<file path="config.mk">
export PLATFORM = sky130hd
export DESIGN_NAME = tx_arbiter
export DESIGN_NICKNAME = d
export VERILOG_FILES = /design/src/rtl/tx_arbiter.sv
export SDC_FILE = /design/constraint.sdc
export NUM_CORES = 1
export LEC_CHECK = 0
export BUFFER_PORTS_ARGS = -buffer_cell sky130_fd_sc_hd__buf_2
export CORE_MARGIN = 10
export CORE_UTILIZATION = 37
export DETAILED_ROUTE_END_ITERATION = 7
export GPL_TIMING_DRIVEN = 0
export PLACE_DENSITY = 0.79
export SLEW_MARGIN = 20
export SYNTH_ARGS = -nofsm -noshare
export SYNTH_HDL_FRONTEND = slang
export SYNTH_SLANG_ARGS = --single-unit
</file>
<file path="constraint.sdc">
create_clock -name clk -period 1.4 [get_ports clk]
set_input_delay 0.07 -clock clk [delete_from_list [all_inputs] [get_ports clk]]
set_output_delay 0.07 -clock clk [all_outputs]
set_load 0.02 [all_outputs]
</file>
<file path="src/rtl/tx_arbiter.sv">
// Round-robin arbiter sharing one uart_tx among NREQ response requesters.
// Optional idle-owner timeout is compiled in with TX_ARB_TIMEOUT_EN.
module tx_arbiter #(
  parameter int NREQ        = 2,
  parameter int TIMEOUT_CYC = 1000000
) (
  input  logic                clk,
  input  logic                rst,
  input  logic [NREQ-1:0]     req,
  input  logic [8*NREQ-1:0]   req_data,
  input  logic [NREQ-1:0]     req_send,
  output logic [NREQ-1:0]     gnt,
  output logic [NREQ-1:0]     req_busy,
  output logic [7:0]          tx_data,
  output logic                tx_send,
  input  logic                tx_busy,
  output logic [2:0]          owner_id,
  output logic                drop_flag,
  output logic                timeout_flag
);

  // state | meaning
  // IDLE  | no grant; pick a round-robin winner when any req is high
  // OWN   | owner_id holds the grant; its strobes pass straight to uart_tx
  // DRAIN | grant dropped; wait for uart_tx to finish the last byte
  typedef enum logic [1:0] {IDLE, OWN, DRAIN} state_t;

  state_t          state;
  logic [2:0]      last_owner;
  logic [2:0]      winner;
  logic            req_own;
  logic            send_own;
  logic [7:0]      data_own;
  logic [NREQ-1:0] foreign_send;
  logic            idle_expired;

  always_comb begin
    req_own  = 1'b0;
    send_own = 1'b0;
    data_own = '0;
    for (int i = 0; i < NREQ; i++) begin
      if (owner_id == 3'(i)) begin
        req_own  = req[i];
        send_own = req_send[i];
        data_own = req_data[8*i +: 8];
      end
    end
  end

  // Search from last_owner+1 upward; the first hit wins.
  always_comb begin
    winner = last_owner;
    for (int k = NREQ; k >= 1; k--) begin
      for (int j = 0; j < NREQ; j++) begin
        if ((j == (int'(last_owner) + k) % NREQ) && req[j]) winner = 3'(j);
      end
    end
  end

  always_comb begin
    for (int i = 0; i < NREQ; i++) begin
      foreign_send[i] = req_send[i] & ~((state == OWN) && (owner_id == 3'(i)));
    end
  end

  assign tx_send  = (state == OWN) & send_own & ~rst;
  assign tx_data  = (state == OWN) ? data_own : 8'h00;
  assign req_busy = {NREQ{tx_busy}} | ~gnt;

`ifdef TX_ARB_TIMEOUT_EN
  localparam int CW = $clog2(TIMEOUT_CYC + 1);
  logic [CW-1:0] idle_cnt;

  assign idle_expired = (idle_cnt >= CW'(TIMEOUT_CYC));

  always_ff @(posedge clk) begin
    if (rst || state != OWN) begin
      idle_cnt <= '0;
    end else if (send_own) begin
      idle_cnt <= '0;
    end else if (!tx_busy && !idle_expired) begin
      idle_cnt <= idle_cnt + CW'(1);
    end
  end
`else
  logic unused_timeout;
  assign idle_expired   = 1'b0;
  assign unused_timeout = (TIMEOUT_CYC == 0);
`endif

  always_ff @(posedge clk) begin
    if (rst) begin
      state        <= IDLE;
      gnt          <= '0;
      owner_id     <= '0;
      last_owner   <= 3'(NREQ - 1);
      drop_flag    <= 1'b0;
      timeout_flag <= 1'b0;
    end else begin
      if (|foreign_send) drop_flag <= 1'b1;
      case (state)
        IDLE: begin
          if (|req) begin
            state    <= OWN;
            owner_id <= winner;
            for (int i = 0; i < NREQ; i++) gnt[i] <= (winner == 3'(i));
          end
        end
        OWN: begin
          if (!req_own) begin
            state <= DRAIN;
            gnt   <= '0;
          end else if (idle_expired) begin
            state        <= DRAIN;
            gnt          <= '0;
            timeout_flag <= 1'b1;
          end
        end
        DRAIN: begin
          // last_owner updates only here so a quick re-request queues behind others
          if (!tx_busy) begin
            state      <= IDLE;
            last_owner <= owner_id;
          end
        end
        default: begin
          state <= IDLE;
          gnt   <= '0;
        end
      endcase
    end
  end

endmodule

</file>
==> impl_metrics.csv <==
group,metric,value,unit
run_status,run_status,"complete, but fails checks",
run_status,violations,"setup timing",
clocking,clk_latency,0.27,ns
power,peakVddDrop,0.7792,mV
logic_synthesis,avgSynthCellArea,8.048,um^2
clocking,h-tree-depth,1,
clocking,root_buffer,"clkbuf_4",
cells_and_area,insertedDiodeCount,0,
setup_path,r2r-start,"owner_id[2]",
routing,firstDrtPassIters,6,
hold_path,hp-class,"primary input to flop",
setup_path,setup.worst_path.class,"flop to primary output",
global_route,grt-ovfl-total,0,
placed_design,place_congestion,0.8148,
timing,tightest_slew,0.5493,ns
cells_and_area,num-fill-cells,154,
routing,drt-vias-per-instance,5.224,
logic_synthesis,yosysTopAreaCell,"dfxtp_1",
logic_synthesis,synth_edf_count,0,
setup_path,critPathMaxFanout,5,
clocking,clkSinkCount,11,
logic_synthesis,synthTopCellsByArea,"dfxtp_1 34%, mux2i_1 21%, nor2_1 9.8%, nand2b_1 3.8%, and2_1 2.9%",
routing,ant_nets,0,
logic_synthesis,synthCells,81,
logic_synthesis,syn_nets,104,
routing,finalWirelength,2202,um
timing,fmax,0.5948,GHz
logic_synthesis,ys_ff_latch,11,
timing,fin_ws,-0.2812,ns
timing,rsz0062_at_grt,"true",
logic_synthesis,synth_area,651.9,um^2
clocking,cts_tree,"done",
global_route,grt_start_max_net_pins,11,
die,coreArea,1689,um^2
setup_path,cpPeakStageDelay,0.57,ns
setup_path,crit_path_start_kind,"flop",
global_route,grt_pass1_wl,3374,um
logic_synthesis,ys_warn_count,0,
die,start_util,0.3859,
placed_design,numPortBuffers,38,
timing,final.setup_skew,0.002014,ns
setup_path,worstPathArrival,1.61,ns
hold_path,hold_start,"req_send[1]",
timing,setup_viol,12,
logic_synthesis,synth-seq-area-share,0.3378,
logic_synthesis,async_flop_share,0,
logic_synthesis,synth_top_area_share,0.3378,
cells_and_area,layout-drive-gt1-share,0.5476,
placed_design,place_inst,136,
placed_design,hpwlAfterDp,1631,um
clocking,hold_buffers,0,
die,die_w,61.98,um
timing,fin_crit_sh,1.201,
logic_synthesis,ys_types,25,
cells_and_area,instances_no_fill,143,
setup_path,crit_slowest_cell,"or4b_4",
power,p_leak,0.4803,nW
routing,drtIter0Drc,22,
die,die_h,61.98,um
global_route,grt_pass1_vias,780,
setup_path,path_cells,"or4b_4 -> clkbuf_16 -> nor3_4 -> buf_6",
setup_path,critPathRequiredTime,1.33,ns
cells_and_area,num-nets-final,150,
routing,num_vias,747,
cells_and_area,areaGrowthSynthToFinish,65.84,%
clocking,clkTransAtPathRegs,0.07,ns
global_route,antenna_found_initial,0,
placed_design,place_ws,-0.1024,ns
routing,route.detailed.drc,0,
timing,min_period,1.681,ns
setup_path,worst_setup_path_end_kind,"primary output",
clocking,cts_max_path_buffers,2,
routing,wire_per_inst,15.40,um
setup_path,worstSetupStartpoint,"owner_id[2]",
die,io_pins,41,
logic_synthesis,synthFlopType,"dfxtp_1",
timing,slew_viol_final,0,
timing,slew_headroom,0.6338,
power,power.density,1020,nW/um^2
clocking,cts_inserted_buffers,3,
die,die-area,3841,um^2
global_route,grt_usage,0.1165,
die,row_count,15,
job,maxCapViolations,0,
timing,hold_viol,0,
[power by group]
part,switching [mW],internal (mW),total (mW)
clock network,0.105,0.111,0.216
registers,0.0236,0.342,0.366
logic,0.270,0.252,0.522
total,0.398,0.705,1.10
[worst max-delay path, delay by kind of cell, from the launching register on]
family / cells / cell delay, ns
buf+inv: 2 / 0.32
flops: 1 / 0.32
simple gates: 2 / 0.69
[cell families after synthesis]
logic type / Yosys count / synth area share
AOI/OAI and AO/OA: 11 / 0.1171
and+or+nand+nor: 35 / 0.2553
DFF: 11 / 0.3378
other: 1 / 0.005753
buffers and inverters: 8 / 0.05182
muxes: 15 / 0.2322
[state kept, by name, summed over array words and instances, names as in the netlist]
name,cells
last_owner,3
gnt,2
drop_flag,1
owner_id,3
state,2
[Yosys cell counts, types with 2 or more instances]
master	count
nor3_1	2
nor2_1	17
clkbuf_1	3
a21oi_1	2
mux2i_1	14
dfxtp_1	11
nand2b_1	4
and2_1	3
nand2_1	5
a32oi_1	2
inv_1	3
o22ai_1	2
[layout by cell type (no fill, tap or decap), types with 4 or more instances in the layout]
master	netlist	layout
buf_2	0	29
mux2i_1	14	11
buf_6	0	9
nor2_1	17	9
dfxtp_1	11	7
nor2_2	0	5
nand2_1	5	5
buf_4	1	5
nand2b_1	4	4
[final timing paths]
path | end | slack [ns] | depth (start not counted)
min reg2reg | drop_flag | 0.44 | 2
max | tx_send | -0.28 | 4
max reg2reg | state[1] | -0.10 | 4
min | drop_flag | 0.13 | 3
[per-stage QoR]
stage / power, mW / TNS, ns / area, um^2 / util / hold slack [ns]
6_report: 1.103 / -2.473 / 1081 / 0.6400 / 0.1260
3_5_place_dp: 0.7727 / -0.8697 / 907.1 / 0.5370 / 0.4090
3_3_place_gp: 0.7612 / -0.7699 / 907.1 / 0.5370 / 0.3995
4_1_cts: 1.090 / -2.454 / 1054 / 0.6237 / 0.1302
5_1_grt: 1.171 / -3.081 / 1081 / 0.6400 / 0.1748
2_1_floorplan: 0.6526 / -0.05615 / 695.7 / - / 0.2354
[area by class of cell]
type | count | area (um^2) | share of cell area
sequential | 11 | 227.7 | 0.2106
inverter | 3 | 11.26 | 0.01042
timing repair buffer | 42 | 279.0 | 0.2581
multi-input combinational | 62 | 467.9 | 0.4329
tap | 17 | 21.27 | 0.01968
buffer | 4 | 47.55 | 0.04398
clock buffer | 4 | 26.28 | 0.02431
[routing by layer]
layer  share of wire  up-vias  GRT usage
li1                -      368          -
met1            0.36      332     0.1072
met2            0.47       42     0.2149
met3            0.15        5    0.05488
met4           0.015        0    0.04777
met5               0        -          0
[what timing repair did]
item	4_1_cts	5_1_grt
buffers inserted	2	1
gates cloned	1	0
gates resized for setup	25	6
setup endpoints to repair	12	15
pin swaps	4	1
Power figures use the tool's default switching activity.
